**src/rtl/multi_counter.sv**
```systemverilog
// Bank of independent up/down counters with per-channel load, wrap/saturate
// boundary handling and a registered boundary-event pulse.
module multi_counter #(
    parameter int unsigned DATA_WIDTH   = 8,
    parameter int unsigned NUM_CHANNELS = 4,
    parameter int unsigned COUNT_FROM   = 0,
    parameter int unsigned COUNT_TO     = 2 ** (DATA_WIDTH - 1),
    parameter int unsigned STEP         = 1
) (
    input  logic                               clock,
    input  logic                               reset,
    input  logic                               clear,
    input  logic [NUM_CHANNELS-1:0]            load,
    input  logic [NUM_CHANNELS*DATA_WIDTH-1:0] load_value,
    input  logic [NUM_CHANNELS-1:0]            count_enable,
    input  logic [NUM_CHANNELS-1:0]            up_down,
    input  logic [NUM_CHANNELS-1:0]            saturate,
    output logic [NUM_CHANNELS*DATA_WIDTH-1:0] count,
    output logic [NUM_CHANNELS-1:0]            at_limit,
    output logic [NUM_CHANNELS-1:0]            boundary_pulse
);

    localparam longint unsigned MAX_VAL = (64'd1 << DATA_WIDTH) - 64'd1;

    generate
        if (DATA_WIDTH < 1 || DATA_WIDTH > 31 || NUM_CHANNELS < 1 ||
            COUNT_FROM >= COUNT_TO || longint'(COUNT_TO) > longint'(MAX_VAL) ||
            STEP < 1 || STEP > COUNT_TO - COUNT_FROM) begin : g_bad_params
            $error("multi_counter: illegal parameter combination");
        end
    endgenerate

    // Arithmetic is done one bit wider so count+STEP cannot overflow.
    localparam logic [DATA_WIDTH:0]   FROM_E = (DATA_WIDTH + 1)'(COUNT_FROM);
    localparam logic [DATA_WIDTH:0]   TO_E   = (DATA_WIDTH + 1)'(COUNT_TO);
    localparam logic [DATA_WIDTH:0]   STEP_E = (DATA_WIDTH + 1)'(STEP);
    localparam logic [DATA_WIDTH-1:0] FROM_N = DATA_WIDTH'(COUNT_FROM);
    localparam logic [DATA_WIDTH-1:0] TO_N   = DATA_WIDTH'(COUNT_TO);

    genvar gi;
    generate
        for (gi = 0; gi < NUM_CHANNELS; gi++) begin : g_ch
            logic [DATA_WIDTH-1:0] cnt_q;
            logic [DATA_WIDTH-1:0] cnt_d;
            logic                  pulse_q;
            logic                  pulse_d;
            logic [DATA_WIDTH:0]   cur;
            logic [DATA_WIDTH:0]   sum;
            logic [DATA_WIDTH:0]   step_nxt;
            logic                  step_ev;

            always_comb begin
                cur      = {1'b0, cnt_q};
                sum      = cur + STEP_E;
                step_nxt = cur;
                step_ev  = 1'b0;
                if (up_down[gi]) begin
                    if (cur < TO_E) begin
                        step_nxt = (sum > TO_E) ? TO_E : sum;
                    end else begin
                        step_nxt = saturate[gi] ? TO_E : FROM_E;
                        step_ev  = 1'b1;
                    end
                end else begin
                    // Compare the distance to the floor first so the subtraction never underflows.
                    if (cur > FROM_E) begin
                        step_nxt = ((cur - FROM_E) < STEP_E) ? FROM_E : (cur - STEP_E);
                    end else begin
                        step_nxt = saturate[gi] ? FROM_E : TO_E;
                        step_ev  = 1'b1;
                    end
                end
            end

            always_comb begin
                cnt_d   = cnt_q;
                pulse_d = 1'b0;
                if (clear) begin
                    cnt_d = FROM_N;
                end else if (load[gi]) begin
                    cnt_d = load_value[gi*DATA_WIDTH +: DATA_WIDTH];
                end else if (count_enable[gi]) begin
                    cnt_d   = step_nxt[DATA_WIDTH-1:0];
                    pulse_d = step_ev;
                end
            end

            always_ff @(posedge clock or posedge reset) begin
                if (reset) begin
                    cnt_q   <= FROM_N;
                    pulse_q <= 1'b0;
                end else begin
                    cnt_q   <= cnt_d;
                    pulse_q <= pulse_d;
                end
            end

            assign count[gi*DATA_WIDTH +: DATA_WIDTH] = cnt_q;
            assign boundary_pulse[gi] = pulse_q;
            assign at_limit[gi] = up_down[gi] ? (cnt_q == TO_N) : (cnt_q == FROM_N);
        end
    endgenerate

endmodule

```
**config.mk**
```make
export PLATFORM = sky130hd
export DESIGN_NAME = multi_counter
export DESIGN_NICKNAME = d
export VERILOG_FILES = /design/src/rtl/multi_counter.sv
export SDC_FILE = /design/constraint.sdc
export NUM_CORES = 1
export LEC_CHECK = 0
export ABC_AREA = 1
export BUFFER_PORTS_ARGS = -buffer_cell sky130_fd_sc_hd__buf_2
export CAP_MARGIN = 25
export CORE_MARGIN = 2
export CORE_UTILIZATION = 40
export CTS_BUF_LIST = sky130_fd_sc_hd__clkbuf_16
export DETAILED_ROUTE_END_ITERATION = 10
export PLACE_DENSITY = 0.73
export SKIP_LAST_GASP = 1
export SYNTH_ARGS = -nofsm -noshare
export SYNTH_HDL_FRONTEND = slang
export SYNTH_SLANG_ARGS = --single-unit
```
**constraint.sdc**
```tcl
create_clock -name clock -period 1.8 [get_ports clock]
set_input_delay 0 -clock clock [delete_from_list [all_inputs] [get_ports clock]]
set_output_delay 0 -clock clock [all_outputs]
set_load 0.01 [all_outputs]
```
==> summary.md, run 1 <==
| Metric | Value |
|---|---|
| Met3 usage | `2.33%` |
| Sequential area share after synthesis | `23.5%` |
| Cell with the largest stage delay on the worst path | `sky130_fd_sc_hd__dfrtp_2` |
| Final Critical Period | `1.79 ns` |
| Mapped Area | `0.00384 mm2` |
| Global placer's final weighted congestion | `0.974` |
| Clock insertion delay at the later pin of the skew report | `0.27 ns` |
| CORE AREA | `0.00928 mm2` |
| Ratio of cells with drive above 1 in the final layout | `23.1%` |
| Number of buffers created by CTS | `5` |
| First-pass GRT wire length | `18.8 mm` |
| Antenna diode count | `0` |
| GR Layer Usage met1 | `30.2%` |
| Cell leakage power | `2.69 nW` |
| Max-slew violation count | `0` |
| Vias in the first global route | `4091` |
| CTS Sinks | `36` |
| I/O Buffers | `90` |
| Power density of the placed cells | `657 mW/mm2` |
| Global router's overall resource usage | `22.1%` |
| Largest net degree at the start of global routing | `37` |
| Cell types occupying the most area after synthesis | `sky130_fd_sc_hd__dfrtp_1 (23%), sky130_fd_sc_hd__nand2_1 (21%), sky130_fd_sc_hd__nand3_1 (10%), sky130_fd_sc_hd__inv_1 (8.0%), sky130_fd_sc_hd__nor2_1 (7.6%)` |
| CP Launch Type | `flip-flop` |
| Final worst clock skew | `0.00332 ns` |
| Clock edge transition at the registers on the reported setup and hold paths | `0.05 ns` |
| Remaining Overflow, GRT | `0` |
| Number of rows created at floorplan | `35` |
| Area overhead of the layout relative to synthesis | `23.1%` |
| TritonCTS clock tree | `yes` |
| Ordered list of cells on the worst path | `inv_2, ha_4, nand2_2, nor2_2, o21bai_1, nor4_1, buf_2` |
| Commonest non-fill, non-tap cells in the layout | `sky130_fd_sc_hd__nand2_1 (216), sky130_fd_sc_hd__buf_2 (90), sky130_fd_sc_hd__nand3_1 (79)` |
| Instance count after placement with tap cells included | `869` |
| Buffers plus inverters on the worst setup path | `2` |
| Fmax achieved | `0.557 GHz` |
| DR pass1 iterations | `5` |
| Number of warnings reported in the yosys synthesis log | `0` |
| Detailed placer's ending HPWL | `8.91 mm` |
| Routed WL | `11.6 mm` |
| Initial antenna violation count | `0` |
| Clock Path Buffers | `2` |
| Synth area leader | `sky130_fd_sc_hd__dfrtp_1` |
| Initial cell density of the core | `41.3%` |
| Number of instances in the synthesized netlist | `655` |
| Post-route total power | `3.11 mW` |
| Number of max-capacitance violations reported | `0` |
| Hold violation total from the final report | `0` |
| GRT busiest layer | `met2` |
| Actual transition at the worst max-transition pin | `0.480 ns` |
| Post-synthesis register bit count | `36` |
| Avg WL per Cell | `13.0 um` |
| Outcome | `finished, final reports clean` |
| Y dimension of the die | `102 um` |
| Final Non-Filler Cells | `891` |
| Setup crit end kind | `output pin` |
| Crit path max-delay family | `simple AND/OR/NAND/NOR gates` |
| Max incr delay on CP | `0.46 ns` |
| Clock H-tree levels | `2` |
| Post-route antenna net violation count | `0` |
| Cell at the root of the clock tree | `sky130_fd_sc_hd__clkbuf_16` |
| Number of distinct library cell variants in the gate-level netlist after synthesis | `31` |
| Filler cell count in the final layout | `983` |
| Number of I/O pins | `91` |
| Area fraction of the dominant cell type after synthesis | `23.5%` |
| Die boundary width | `102 um` |
| Number of vias in the routed layout | `4460` |
| Min-Delay Path Class | `input pin to flip-flop` |
| Residual DRC count | `0` |
| Global-route track usage on met2 | `37.4%` |
| Worst Path Class, Setup | `flip-flop to output pin` |
| Via count normalized by instance count | `5.01` |
| Syn_area_per_cell | `5.86 um2` |
| Setup violation total in the final timing report | `0` |
| Worst slew margin relative to its limit | `68.0%` |
| Required time of the worst setup path | `1.80 ns` |
| Largest vdd supply drop | `0.400 mV` |
| Maximum net fanout on the critical path | `7` |
| Pre-CTS WS | `0.0338 ns` |
| Worst endpoint data arrival time | `1.79 ns` |
| Detailed router's first-iteration violation count | `319` |
| Final net count | `828` |
| Commonest non-fill, non-tap cell in the layout | `sky130_fd_sc_hd__nand2_1` |
| Die Footprint | `0.0104 mm2` |
| Net count after synthesis | `722` |
| Post-route setup slack | `0.00560 ns` |
| Final worst path period share | `99.7%` |
[routing by layer]
metal	wire (um)	part of all wire, %
met1	5320	46
met5	0	0
met2	5480	47
met4	136	1.2
met3	666	5.7
[registers in the layout, summed over array words and instances, names as in the netlist]
| register | cells |
|---|---|
| g_ch.pulse_q | 4 |
| g_ch.cnt_q | 32 |
[path summary, 6_finish.rpt]
check / startpoint / endpoint / slack, ns / cells after the start
setup / recovery: g_ch[1].cnt_q[1] / at_limit[1] / 0.006 / 7
hold / removal: count_enable[0] / g_ch[0].cnt_q[1] / 0.04 / 4
max in group asynchronous: reset / g_ch[0].cnt_q[1] / 1.04 / 4
hold reg to reg: g_ch[2].cnt_q[1] / g_ch[2].cnt_q[1] / 0.57 / 2
min in group asynchronous: reset / g_ch[1].pulse_q / 0.39 / 4
setup reg to reg: g_ch[1].cnt_q[1] / g_ch[1].cnt_q[4] / 0.12 / 11
[per-stage QoR]
stage,instance area (um2),utilization [%],hold slack (ns),setup TNS (ns)
after floorplan,3840,-,0.167,0
after global placement,4420,47.6,0.150,0
after detailed placement,4420,47.6,0.150,0
after CTS,4560,49.2,0.0473,0
after global routing,4730,50.9,0.0725,-0.0174
final,4730,50.9,0.0437,0
[synth_stat cells]
| library cell | number |
|---|---|
| sky130_fd_sc_hd__a21boi_0 | 1 |
| sky130_fd_sc_hd__buf_2 | 1 |
| sky130_fd_sc_hd__nand2_4 | 1 |
| sky130_fd_sc_hd__buf_6 | 4 |
| sky130_fd_sc_hd__ha_1 | 16 |
| sky130_fd_sc_hd__nor2_4 | 1 |
| sky130_fd_sc_hd__inv_1 | 82 |
| sky130_fd_sc_hd__o21ai_1 | 17 |
| sky130_fd_sc_hd__nor4_1 | 2 |
| sky130_fd_sc_hd__nand4_1 | 5 |
| sky130_fd_sc_hd__clkbuf_1 | 7 |
| sky130_fd_sc_hd__nand3_2 | 2 |
| sky130_fd_sc_hd__inv_2 | 7 |
| sky130_fd_sc_hd__clkinv_1 | 1 |
| sky130_fd_sc_hd__a21oi_2 | 3 |
| sky130_fd_sc_hd__nor3_2 | 2 |
| sky130_fd_sc_hd__nand2_2 | 4 |
| sky130_fd_sc_hd__xnor2_1 | 4 |
| sky130_fd_sc_hd__o21ai_0 | 40 |
| sky130_fd_sc_hd__nand3_1 | 80 |
| sky130_fd_sc_hd__nor2_2 | 7 |
| sky130_fd_sc_hd__o21bai_1 | 3 |
| sky130_fd_sc_hd__buf_4 | 5 |
| sky130_fd_sc_hd__a31oi_1 | 2 |
| sky130_fd_sc_hd__xor2_1 | 18 |
| sky130_fd_sc_hd__buf_8 | 1 |
| sky130_fd_sc_hd__nand2_1 | 217 |
| sky130_fd_sc_hd__nor3_1 | 4 |
| sky130_fd_sc_hd__a21oi_1 | 4 |
| sky130_fd_sc_hd__nor2_1 | 78 |
| sky130_fd_sc_hd__dfrtp_1 | 36 |
[power breakdown]
part | switching (mW) | total (mW) | internal (mW)
logic | 0.787 | 1.29 | 0.499
registers | 0.130 | 1.01 | 0.880
clock network | 0.313 | 0.811 | 0.498
total | 1.23 | 3.11 | 1.88
[cell type report]
type	instances	area (um2)	share of cell area [%]
multi-input cells	511	2520	53.2
flip-flops and latches	36	916	19.4
repair buffers	117	656	13.9
inverters	90	340	7.20
well taps	129	161	3.42
clock buffers	5	125	2.65
clock inverters	3	11.3	0.238
[worst reg2reg max path: cells and delay by family (launching register included)]
kind,cells,cell delay [ns]
buffers and inverters,3,0.24
adder cells (fa/ha/maj),1,0.22
AO/OA/AOI/OAI,2,0.27
flip-flops,1,0.46
AND/OR/NAND/NOR,5,0.37
[timing repair]
action	CTS	global route
buffers inserted	0	13
hold endpoints to repair	36	0
pin swaps	0	5
resized for setup	1	32
setup endpoints to repair	1	22
hold buffers	1	0
[logic make-up (layout without fill, tap and decap cells)]
| kind of cell | after synthesis | count (layout) | synth area share, % |
|---|---|---|---|
| adder cells (fa/ha/maj) | 16 | 16 | 5.22 |
| AO/OA/AOI/OAI | 70 | 70 | 9.75 |
| XOR/XNOR | 22 | 22 | 5.02 |
| AND/OR/NAND/NOR | 403 | 403 | 44.4 |
| flip-flops | 36 | 36 | 23.5 |
| buffers and inverters | 108 | 215 | 12.2 |
Power figures use the tool's default switching activity.
==> run 2: changes to the inputs <==
REMOVE_ABC_BUFFERS = 1   (was unset)
==> summary.md, run 2 (synthesis results as in run 1) <==
| Metric | Value |
|---|---|
| Instance count after placement with tap cells included | `868 (was 869)` |
| Number of rows created at floorplan | `35 (unchanged)` |
| Detailed placer's ending HPWL | `8.70 mm (was 8.91 mm)` |
| Cell at the root of the clock tree | `sky130_fd_sc_hd__clkbuf_16 (unchanged)` |
| Final net count | `823 (was 828)` |
| Largest vdd supply drop | `0.402 mV (was 0.400 mV)` |
| Worst slew margin relative to its limit | `66.5% (was 68.0%)` |
| TritonCTS clock tree | `yes (unchanged)` |
| Outcome | `finished, final reports clean (unchanged)` |
| Initial antenna violation count | `0 (unchanged)` |
| Pre-CTS WS | `0.0638 ns (was 0.0338 ns)` |
| Setup violation total in the final timing report | `0 (unchanged)` |
| Final Critical Period | `1.77 ns (was 1.79 ns)` |
| Worst endpoint data arrival time | `1.77 ns (was 1.79 ns)` |
| Filler cell count in the final layout | `930 (was 983)` |
| Detailed router's first-iteration violation count | `257 (was 319)` |
| Buffers plus inverters on the worst setup path | `2 (unchanged)` |
| Global placer's final weighted congestion | `1.04 (was 0.974)` |
| Clock Path Buffers | `2 (unchanged)` |
| Initial cell density of the core | `41.3% (unchanged)` |
| Worst-case hold slack | `0.0446 ns (was 0.0437 ns)` |
| Number of max-capacitance violations reported | `0 (unchanged)` |
| Max incr delay on CP | `0.46 ns (about the same)` |
| Residual DRC count | `0 (unchanged)` |
| CP Launch Type | `flip-flop (unchanged)` |
| Crit path max-delay family | `flip-flops (was simple AND/OR/NAND/NOR gates)` |
| First-pass GRT wire length | `18.5 mm (was 18.8 mm)` |
| Ordered list of cells on the worst path | `inv_2, ha_4, nand2_4, nor2_2, o21bai_1, nor4_1, buf_2 (was inv_2, ha_4, nand2_2, nor2_2, o21bai_1, nor4_1, buf_2)` |
| Worst Path Class, Setup | `flip-flop to output pin (unchanged)` |
| Number of buffers created by CTS | `5 (unchanged)` |
| Maximum net fanout on the critical path | `7 (unchanged)` |
| Power density of the placed cells | `689 mW/mm2 (was 657 mW/mm2)` |
| Area of all sequential standard cells | `915 um2 (was 916 um2)` |
| Cell Area, Placed | `0.00441 mm2 (was 0.00442 mm2)` |
| Largest net degree at the start of global routing | `37 (unchanged)` |
| Global router's overall resource usage | `21.8% (was 22.1%)` |
| CTS Sinks | `36 (unchanged)` |
| Avg WL per Cell | `12.9 um (was 13.0 um)` |
| Commonest non-fill, non-tap cell in the layout | `sky130_fd_sc_hd__nand2_1 (unchanged)` |
| Max reg flops | `32 (unchanged)` |
| Hold violation total from the final report | `0 (unchanged)` |
| Ratio of cells with drive above 1 in the final layout | `23.5% (was 23.1%)` |
| Clock H-tree levels | `2 (unchanged)` |
| Max-slew violation count | `0 (unchanged)` |
| Largest registers | `g_ch.cnt_q x32, g_ch.pulse_q x4 (unchanged)` |
| Cell with the largest stage delay on the worst path | `sky130_fd_sc_hd__dfrtp_2 (unchanged)` |
| Setup crit end kind | `output pin (unchanged)` |
| Clock insertion delay at the later pin of the skew report | `0.27 ns (about the same)` |
| Die Footprint | `0.0104 mm2 (unchanged)` |
| Commonest non-fill, non-tap cells in the layout | `sky130_fd_sc_hd__nand2_1 (214), sky130_fd_sc_hd__buf_2 (90), sky130_fd_sc_hd__nand3_1 (77) (was sky130_fd_sc_hd__nand2_1 (216), sky130_fd_sc_hd__buf_2 (90), sky130_fd_sc_hd__nand3_1 (79))` |
| Area of the multi-input gates | `0.00256 mm2 (was 0.00252 mm2)` |
| Cell leakage power | `2.69 nW (about the same)` |
| Actual transition at the worst max-transition pin | `0.502 ns (was 0.480 ns)` |
| Register with the highest flop count | `g_ch.cnt_q (unchanged)` |
| CORE AREA | `0.00928 mm2 (unchanged)` |
| Number of vias in the routed layout | `4467 (was 4460)` |
| Y dimension of the die | `102 um (unchanged)` |
| Post-route total power | `3.28 mW (was 3.11 mW)` |
| Required time of the worst setup path | `1.80 ns (about the same)` |
| Final worst clock skew | `0.00275 ns (was 0.00332 ns)` |
| Final cell area excluding filler cells | `0.00476 mm2 (was 0.00473 mm2)` |
| Vias in the first global route | `4187 (was 4091)` |
| Min-Delay Path Class | `input pin to flip-flop (unchanged)` |
| Clock edge transition at the registers on the reported setup and hold paths | `0.06 ns (was 0.05 ns)` |
| Area overhead of the layout relative to synthesis | `24.0% (was 23.1%)` |
| Fmax achieved | `0.567 GHz (was 0.557 GHz)` |
| Via count normalized by instance count | `5.04 (was 5.01)` |
| Remaining Overflow, GRT | `0 (unchanged)` |
| Final Non-Filler Cells | `887 (was 891)` |
| Post-route antenna net violation count | `0 (unchanged)` |
| Routed WL | `11.5 mm (was 11.6 mm)` |
| Die boundary width | `102 um (unchanged)` |
| Total Negative Setup Slacks | `0 ns (unchanged)` |
| Final core utilization | `51.3% (was 50.9%)` |
| DR pass1 iterations | `4 (was 5)` |
| Post-route setup slack | `0.0348 ns (was 0.00560 ns)` |
| I/O Buffers | `90 (unchanged)` |
| Final worst path period share | `98.1% (was 99.7%)` |
| Number of I/O pins | `91 (unchanged)` |
-- run 2: path summary, 6_finish.rpt --
check / depth (start not counted) / start / end / slack, ns
setup reg to reg: 11 / g_ch[1].cnt_q[0] / g_ch[1].cnt_q[4] / 0.14
setup / recovery: 7 / g_ch[1].cnt_q[0] / at_limit[1] / 0.03
hold reg to reg: 2 / g_ch[0].cnt_q[1] / g_ch[0].cnt_q[1] / 0.56
min in group asynchronous: 4 / reset / g_ch[1].pulse_q / 0.40
hold / removal: 4 / count_enable[0] / g_ch[0].cnt_q[1] / 0.04
max in group asynchronous: 4 / reset / g_ch[0].cnt_q[0] / 1.02
-- run 2: repair_timing --
item	CTS	global route
setup buffers	0	9
setup endpoints to repair	0	27
hold buffers	1	0
resized for setup	0	43
endpoints found under the hold margin	36	0
-- run 2: final cells by class --
class	count	share of cell area, %
antenna	1	0.0526
clock buffer	5	2.63
clock inverter	3	0.815
inverter	90	7.10
multi-input combinational	511	53.8
sequential	36	19.2
tap	129	3.39
timing repair buffer	112	13.0
-- run 2: report_power, final --
part / total, mW / switching, mW / internal, mW
clock: 0.973 / 0.328 / 0.646
combinational: 1.30 / 0.799 / 0.497
sequential: 1.01 / 0.131 / 0.879
-- run 2: routing by layer --
metal / track usage, % / wire length [um] / vias to the layer above
met3: 3.69 / 908 / 23
met4: 6.77 / 202 / 0
met1: 28.9 / 5010 / 2014
met2: 36.3 / 5360 / 175
met5: 0 / 0 / -
li1: - / - / 2255
-- run 2: worst min-delay path: stages --
cell                      delay, ns
sky130_fd_sc_hd__buf_2         0.09
sky130_fd_sc_hd__nor2_1        0.08
sky130_fd_sc_hd__nand2_1       0.07
sky130_fd_sc_hd__nand2_1       0.05
